`src/rtl/scene_pkg.sv`:
```
// scene_pkg: scene codes, sequencer FSM states and fade constants shared by scene_sequencer.
package scene_pkg;
   typedef enum logic [1:0] {SC_TITLE, SC_INTRO, SC_PLAY, SC_OVER} scene_e;
   typedef enum logic [2:0] {HOLD_TITLE, HOLD_INTRO, HOLD_PLAY, HOLD_OVER, FADE_OUT, FADE_IN} state_e;
   localparam logic [3:0] FADE_MAX = 4'd8;
   // Hold states are enumerated in scene-code order, so the mapping is a zero-extension.
   function automatic state_e hold_of(input scene_e s);
      return state_e'({1'b0, s});
   endfunction
endpackage

```
`src/rtl/fade_scaler.sv`:
```
// fade_scaler: registered scene mux, per-channel fade scaling and blank gating.
// With SCENE_FADE_EN undefined the fade_level port and the multipliers are absent.
module fade_scaler
   import scene_pkg::*;
(
   input  logic        vga_clk,
   input  logic        reset,
   input  logic [11:0] title_rgb,
   input  logic [11:0] intro_rgb,
   input  logic [11:0] play_rgb,
   input  logic [11:0] over_rgb,
   input  logic [1:0]  scene,
`ifdef SCENE_FADE_EN
   input  logic [3:0]  fade_level,
`endif
   input  logic        blank,
   output logic [3:0]  red,
   output logic [3:0]  green,
   output logic [3:0]  blue
);
   logic [11:0] px, scaled;
   assign px = scene == SC_TITLE ? title_rgb :
               scene == SC_INTRO ? intro_rgb :
               scene == SC_PLAY  ? play_rgb  : over_rgb;
`ifdef SCENE_FADE_EN
   // Level 8 is full scale, so bits [6:3] of the product give c at level 8.
   function automatic logic [3:0] scale(input logic [3:0] c, input logic [3:0] f);
      return 4'((8'(c) * 8'(f)) >> 3);
   endfunction
   assign scaled = {scale(px[11:8], fade_level), scale(px[7:4], fade_level), scale(px[3:0], fade_level)};
`else
   assign scaled = px;
`endif
   always_ff @(posedge vga_clk or posedge reset)
      if (reset) {red, green, blue} <= '0;
      else {red, green, blue} <= blank ? scaled : 12'h000;
endmodule

```
`src/rtl/scene_sequencer.sv`:
```
// scene_sequencer: scene FSM with frame-timed fade-to-black transitions and pixel output.
// Define SCENE_FADE_EN to enable fading; otherwise a transition cuts on the next frame tick.
module scene_sequencer
   import scene_pkg::*;
#(
   parameter int FADE_STEP_FRAMES = 4,
   parameter int INTRO_FRAMES     = 120,
   parameter int GAMEOVER_FRAMES  = 180
) (
   input  logic        vga_clk,
   input  logic        reset,
   input  logic        frame_tick,
   input  logic        blank,
   input  logic        start,
   input  logic        player_dead,
   input  logic        stage_clear,
   input  logic [11:0] title_rgb,
   input  logic [11:0] intro_rgb,
   input  logic [11:0] play_rgb,
   input  logic [11:0] over_rgb,
   output logic [3:0]  red,
   output logic [3:0]  green,
   output logic [3:0]  blue,
   output logic [1:0]  scene,
   output logic [3:0]  fade_level,
   output logic        game_active
);
   localparam int HW = $clog2(INTRO_FRAMES > GAMEOVER_FRAMES ? INTRO_FRAMES : GAMEOVER_FRAMES) + 1;
   state_e state_q, state_d;
   scene_e scene_q, scene_d, target_q, target_d;
   logic [HW-1:0] hold_q, hold_d;
   logic start_q, start_edge;
   assign start_edge = start & ~start_q;
`ifdef SCENE_FADE_EN
   localparam int SW = $clog2(FADE_STEP_FRAMES) + 1;
   logic [SW-1:0] step_q, step_d;
   logic [3:0] fade_q, fade_d;
   logic step_wrap;
   assign step_wrap = step_q == SW'(FADE_STEP_FRAMES - 1);
   assign fade_level = fade_q;
`else
   assign fade_level = FADE_MAX;
`endif
   assign scene = scene_q;
   assign game_active = state_q == HOLD_PLAY;
   always_comb begin
      state_d = state_q;
      scene_d = scene_q;
      target_d = target_q;
      hold_d = '0;
`ifdef SCENE_FADE_EN
      fade_d = fade_q;
      step_d = (state_q == FADE_OUT || state_q == FADE_IN) ? step_q : '0;
`endif
      case (state_q)
         HOLD_TITLE: if (start_edge) begin
            state_d = FADE_OUT;
            target_d = SC_INTRO;
         end
         HOLD_INTRO: begin
            hold_d = hold_q + HW'(frame_tick);
            if (frame_tick && hold_q == HW'(INTRO_FRAMES - 1)) begin
               state_d = FADE_OUT;
               target_d = SC_PLAY;
            end
         end
         HOLD_PLAY: if (player_dead || stage_clear) begin
            state_d = FADE_OUT;
            target_d = player_dead ? SC_OVER : SC_INTRO;
         end
         HOLD_OVER: begin
            hold_d = hold_q + HW'(frame_tick);
            if (start_edge || (frame_tick && hold_q == HW'(GAMEOVER_FRAMES - 1))) begin
               state_d = FADE_OUT;
               target_d = SC_TITLE;
            end
         end
`ifdef SCENE_FADE_EN
         FADE_OUT: if (frame_tick) begin
            step_d = step_wrap ? '0 : step_q + SW'(1);
            if (step_wrap) fade_d = fade_q - 4'd1;
            if (step_wrap && fade_q == 4'd1) begin
               scene_d = target_q;
               state_d = FADE_IN;
            end
         end
         FADE_IN: if (frame_tick) begin
            step_d = step_wrap ? '0 : step_q + SW'(1);
            if (step_wrap) fade_d = fade_q + 4'd1;
            if (step_wrap && fade_q == FADE_MAX - 4'd1) state_d = hold_of(scene_q);
         end
`else
         FADE_OUT: if (frame_tick) begin
            scene_d = target_q;
            state_d = hold_of(target_q);
         end
`endif
         default: state_d = HOLD_TITLE;
      endcase
   end
   always_ff @(posedge vga_clk or posedge reset)
      if (reset) begin
         state_q <= HOLD_TITLE;
         scene_q <= SC_TITLE;
         target_q <= SC_TITLE;
         hold_q <= '0;
         start_q <= 1'b1;
      end else begin
         state_q <= state_d;
         scene_q <= scene_d;
         target_q <= target_d;
         hold_q <= hold_d;
         start_q <= start;
      end
`ifdef SCENE_FADE_EN
   always_ff @(posedge vga_clk or posedge reset)
      if (reset) begin
         fade_q <= FADE_MAX;
         step_q <= '0;
      end else begin
         fade_q <= fade_d;
         step_q <= step_d;
      end
`endif
   fade_scaler u_scaler (
      .vga_clk    (vga_clk),
      .reset      (reset),
      .title_rgb  (title_rgb),
      .intro_rgb  (intro_rgb),
      .play_rgb   (play_rgb),
      .over_rgb   (over_rgb),
      .scene      (scene_q),
`ifdef SCENE_FADE_EN
      .fade_level (fade_q),
`endif
      .blank      (blank),
      .red        (red),
      .green      (green),
      .blue       (blue)
   );
endmodule

```
`config.mk`:
```
export PLATFORM = sky130hd
export DESIGN_NAME = scene_sequencer
export DESIGN_NICKNAME = d
export VERILOG_FILES = /design/src/rtl/scene_pkg.sv /design/src/rtl/fade_scaler.sv /design/src/rtl/scene_sequencer.sv
export SDC_FILE = /design/constraint.sdc
export NUM_CORES = 1
export LEC_CHECK = 0
export BUFFER_PORTS_ARGS = -buffer_cell sky130_fd_sc_hd__buf_2
export CAP_MARGIN = 30
export CORE_ASPECT_RATIO = 0.6
export CORE_MARGIN = 2
export CORE_UTILIZATION = 35
export DETAILED_ROUTE_END_ITERATION = 8
export HOLD_SLACK_MARGIN = 0.03
export PLACE_DENSITY = 0.62
export SLEW_MARGIN = 20
export SYNTH_ARGS = -nofsm -noshare
export SYNTH_HDL_FRONTEND = slang
export SYNTH_HIERARCHICAL = 1
export SYNTH_SLANG_ARGS = --single-unit
```
`constraint.sdc`:
```
create_clock -name vga_clk -period 1.8 [get_ports vga_clk]
set_input_delay 0.27 -clock vga_clk [delete_from_list [all_inputs] [get_ports vga_clk]]
set_output_delay 0.27 -clock vga_clk [all_outputs]
set_load 0.05 [all_outputs]
```
# Word-level counts from Yosys, hierarchy flattened
# Cells that the tools add are included.
# word_totals
register_bits	29
in_bits	55
output_inout_bits	19
word_cells	52
# classes
n_addsub	1
n_eq_ne	13
mux	17
bitwise	2
reduce_logical	11
# op_table
op	n
12-bit two-way mux	4
3-bit two-way mux	5
3-bit case mux with 5 select lines	1
2-bit two-way mux	5
5-bit AND reduction	2
9-bit by 1-bit adder with 9-bit output	1
9-bit by 7-bit equality test with 1-bit output (second input constant)	1
9-bit by 8-bit equality test with 1-bit output (second input constant)	1
9-bit two-way mux	1
2-bit inequality test (second input constant)	4
2-bit case mux with 4 select lines	1
3-bit by 2-bit equality test with 1-bit output (second input constant)	2
4-bit nonzero test	1
3-bit by 1-bit equality test with 1-bit output (second input constant)	1
3-bit equality test (second input constant)	1
3-bit zero test	1
2-bit by 1-bit equality test with 1-bit output (second input constant)	1
2-bit equality test (second input constant)	1
1-bit logical AND	2
2-bit zero test	1
1-bit logical OR	2
2-bit by 1-bit inequality test with 1-bit output (second input constant)	1
2-bit AND reduction	1
2-bit OR reduction	1
2 further kinds	2

# Depth between registers and ports, before layout
# depth
word_depth	5
mapped_depth	7
ltp_nobuf	6

# Hierarchy
# The synthesis kept the hierarchy.
# modules_own_cells
mod	n_inst	cells_each	area_each_um2	seq_area_each_um2
scene_sequencer	1	90	900.9	426.7
fade_scaler	1	56	684.4	300.3

# Worst setup path before layout
# No wires, ideal clock.
# synth_path
path_kind	reg-to-reg
from	register state_q[2]
to	register target_q[1]
setup_ns	0.082
t_arrival_ns	2.093
required_time_ns	1.718
slack_ns	-0.375
stages_incl_launch_ff	5
path_buffers	1
period_less_slack_ns	2.175
path_cell_list	dfrtp_1 > buf_6 > nor3b_1 > a21boi_0 > mux2i_1
# synth_between
elab_chain_cells	3
word_cells_on_any_way	11
classes_between	eq/ne (7); mux (1); reduce/logical (3)
# synth_rtl
element	line_no	source
from (decl)	scene_sequencer.sv:29	state_e state_q, state_d;
from (signal assigned)	scene_sequencer.sv:109	state_q <= state_d;
3-bit by 2-bit equality test with 1-bit output (*)	n/a	
via game_active	scene_sequencer.sv:26	output logic game_active
4-bit nonzero test (no source line) or 2-bit by 1-bit inequality test with 1-bit output (tied branches)	n/a	
5-bit AND reduction (no source line)	n/a	
to (signal assigned)	scene_sequencer.sv:111	target_q <= target_d;
to (decl)	scene_sequencer.sv:30	scene_e scene_q, scene_d, target_q, target_d;
# Mark *: on every way through the listed nets, which the timed path passes. The rest lies on a longest branch.
# A chain may end at the register's enable or synchronous reset.

# Final worst setup path
# layout_path
from	register hold_q[3]
to	register target_q[0]
# layout_between
elab_chain_cells	5
word_cells_on_any_way	8
classes_between	eq/ne (4); reduce/logical (4)
# layout_rtl
element	line_no	source
from (decl)	scene_sequencer.sv:31	logic [HW-1:0] hold_q, hold_d;
from (signal assigned)	scene_sequencer.sv:112	hold_q <= hold_d;
9-bit by 8-bit equality test with 1-bit output	scene_sequencer.sv:73	if (start_edge || (frame_tick && hold_q == HW'(GAMEOVER_FRAMES - 1))) begin
1-bit logical AND	scene_sequencer.sv:73	
1-bit logical OR	scene_sequencer.sv:73	
2-bit inequality test (no source line)	n/a	
5-bit AND reduction (no source line) (*)	n/a	
# Every way passes the cells marked *; elsewhere a longest branch is shown, timed or not.

==> qor.log <==
[detailed_routing] DRC 0
[critical_path] CP endpoint target_q[0]$_DFFE_PP0P_
[power_and_ir_drop] share of total power consumed by net switching 0.430
[power_and_ir_drop] switching power of the nets 1.28 mW
[timing] # setup viols final 0
[place] Final Wtd Congestion 0.791
[detailed_routing] antenna-violating nets left 0
[yosys] Synth Flop Type dfrtp_1
[grt] initial antenna violation count 0
[clocking] hold buffer count at cts 1
[power_and_ir_drop] Comb pwr share 0.484
[timing] Worst slew margin 0.566
[clocking] number of gates resized after cts 0
[clocking] Sink Count 29
[timing] worst hold slack after final layout 107 ps
[floorplanning] die width 90.9 um
[detailed_routing] mean number of vias per cell 4.80
[critical_path] crit-path max cell delay 420 ps
[clocking] deepest clock path buffer count 2
[clocking] number of clock buffers inserted by TritonCTS 5
[critical_path] Levels on crit path 5
[layout] final-stage net count 276
[critical_path] Worst Setup Start Kind flop
[critical_path] worst r2r src hold_q[3]$_DFF_PP0_
[yosys] share of flip-flops with an asynchronous set or reset after synthesis 1.00
[place] number of cells after detailed placement 271
[layout] Core Util, Final 0.489
[flow_run] count of max-cap constraint violations 0
[detailed_routing] routed length per placed instance 13.4 um
[timing] fin worst setup slack 156 ps
[clocking] clock network latency to the later pin of the worst-skew pair 280 ps
[layout] number of antenna diodes 0
[place] count of port buffers added during placement 69
[timing] number of max-slew violations in the final report 0
[floorplanning] area of the core region 4230 sq um
[yosys] top-count cell post-synth dfrtp_1
[yosys] portion of the post-synthesis area used by sequential elements 0.459
[clocking] buffers inserted during post-CTS setup optimization 0
[grt] global-route wire length before repair 6090 um
[grt] via count of the first global-routing pass 1276
[yosys] flops & latches, synth 29
[critical_path] classification of the worst setup path reg2reg
[yosys] mapped cell area 1590 sq um
[layout] fraction of layout instances using a drive strength above 1 0.386
[yosys] Avg Synthesized Cell Area 10.9 sq um
[yosys] total number of yosys warnings 6
[place] post-detailed-placement cell area 1960 sq um
[yosys] number of enable-type register cells in the synthesized netlist 0
[detailed_routing] DRT Pass-1 Iters 4
[grt] maximum number of pins on one net before global-route repair 18
[power_and_ir_drop] maximum VDD drop 0.575 mV
[detailed_routing] DR iter-0 viols 63
[clocking] master cell of the clock root buffer clkbuf_8
[yosys] largest cells by area after synthesis dfrtp_1 (44%), mux2i_1 (16%), o22ai_1 (4.7%)
[yosys] most instantiated cells after synthesis dfrtp_1 (28), mux2i_1 (26), nor2_1 (12), o22ai_1 (12), inv_1 (7)
[yosys] distinct cell type count of the synthesized netlist 35
[critical_path] number of buffer and inverter instances along the worst setup path 0
[power_and_ir_drop] PnR Total Power 2.98 mW
[critical_path] cells along the critical path and4bb_1 > nand4_1 > a22o_1 > nor4b_4 > mux2i_1
[floorplanning] area of the die 5100 sq um
[layout] Layout Cells excl Fill 280
[clocking] CTS H-Tree Depth 2
[detailed_routing] number of vias in the routed layout 1345
[grt] global route overflow 0
[critical_path] kind of end point of the critical path flop
[timing] final-layout setup total negative slack 0 ps
[timing] Clock Skew 2.95 ps
[power_and_ir_drop] Internal 1.70 mW
[hold_path] path type of the worst min-delay path in2reg
[floorplanning] Rows 18
[critical_path] slack of the worst reg-to-reg path 160 ps
[timing] final critical path time including I/O delays and setup 1640 ps
[power_and_ir_drop] power density over cell area 1440 nW/um^2
[place] worst-case setup slack after placement 151 ps
[clocking] post-CTS clock slew at the launch and capture registers of the worst setup and hold paths 60 ps
[timing] final hold violation count 0
[layout] area growth from synthesis to layout 30.7%
[critical_path] number of cells on the worst reg-to-reg path 5
[timing] maximum clock rate 0.608 GHz
[floorplanning] starting density of the core 0.374
[critical_path] start point of the critical path hold_q[3]$_DFF_PP0_
[outcome] run status completed
[timing] unrepaired setup endpoints after global routing no
[power_and_ir_drop] clock network fraction of total power 0.199
[place] HPWL Detailed 2910 um
[layout] post-route design area 2070 sq um
[floorplanning] die height 56.1 um
[yosys] number of instances in the synthesized netlist 146
[yosys] Synth top area share 0.442
[timing] transition time at the pin with the least slew margin 650 ps
[power_and_ir_drop] part of the total power dissipated in sequential elements 0.317
[power_and_ir_drop] Static Leakage 1.09 nW
[critical_path] maximum net fanout on the critical path 5
[critical_path] category of cells accounting for the largest share of critical-path delay simple AND/OR/NAND/NOR gates
[critical_path] Arrival @ worst endpoint 1850 ps
[clocking] CTS tree yes
[detailed_routing] total routed wirelength 3760 um
[critical_path] endpoint of the most critical register-to-register path target_q[0]$_DFFE_PP0P_
[critical_path] Crit path required time 2000 ps
[yosys] leading area contributor after synthesis dfrtp_1
[critical_path] slowest library cell on the worst path dfrtp_1
[floorplanning] ports placed on the boundary 74
[timing] part of the cycle the worst path needs 0.913
[grt] global router's overall resource usage 0.154
==> worst reg2reg max path: cells and delay by family (launching register included) <==
family             cells  cell delay, ps
and+or+nand+nor        3             690
DFF                    1             420
AOI/OAI and AO/OA      1             230
muxes                  1             220
==> power groups by stage <==
stage,Combinational [mW],Clock (mW),Sequential (mW)
final,1.44,0.591,0.944
after global routing,1.55,0.638,0.967
after detailed placement,1.45,0,0.957
after CTS,1.45,0.608,0.944
after global placement,1.45,0,0.953
after floorplan,0.825,0,1.30
==> cell usage in the layout, fill, tap and decap left out, drive strengths merged, types with 2 or more instances in the layout <==
cell    instances
buf            74
dfrtp          28
mux2i          26
nor2           12
o22ai          12
inv             7
clkbuf          7
nand2           6
nand3           5
nand2b          4
o21ai           4
xor2            4
conb            4
and3            3
xnor2           3
a21oi           2
nand4           2
ha              2
nor4b           2
==> worst min-delay path by stage <==
| stage | end | depth (start not counted) | from |
|---|---|---|---|
| final | start_q$_DFF_PP1_ | 1 | start |
| after global placement | u_scaler/blue[2]$_DFF_PP0_ | 2 | reset |
| after floorplan | u_scaler/blue[0]$_DFF_PP0_ | 1 | reset |
| after CTS | start_q$_DFF_PP1_ | 1 | start |
| after detailed placement | u_scaler/blue[2]$_DFF_PP0_ | 2 | reset |
| after global routing | start_q$_DFF_PP1_ | 1 | start |
==> metal layers <==
layer | global-route usage | wire length (um) | vias up
met3 | 0.0474 | 244 | 5
li1 | - | - | 655
met5 | 0 | 0 | -
met2 | 0.217 | 1580 | 50
met1 | 0.214 | 1880 | 635
met4 | 0.0714 | 60 | 0
==> registers in the layout, indices dropped and copies added, names as in the netlist <==
signal          count
u_scaler/blue       4
state_q             3
u_scaler/green      4
start_q             1
hold_q              9
scene               2
target_q            2
u_scaler/red        4
==> cell type report <==
| cell class | count | area, sq um |
|---|---|---|
| fillers | 414 | 2160 |
| multi-input cells | 101 | 737 |
| flip-flops and latches | 29 | 727 |
| repair buffers | 75 | 405 |
| clock buffers | 7 | 96.3 |
| well taps | 60 | 75.1 |
| inverters | 7 | 26.3 |
| clock inverters | 1 | 5.00 |
==> logic make-up (layout without fill, tap and decap cells) <==
| family | Yosys count | in the layout | synth area share |
|---|---|---|---|
| fa+ha+maj | 2 | 2 | 0.0158 |
| buf+inv | 18 | 90 | 0.0844 |
| mux | 26 | 26 | 0.164 |
| simple gates | 39 | 39 | 0.143 |
| flops | 29 | 29 | 0.459 |
| xor+xnor | 7 | 7 | 0.0387 |
| other cells | 2 | 4 | 0.00474 |
| compound gates | 23 | 23 | 0.0908 |
Power figures use the tool's default switching activity.
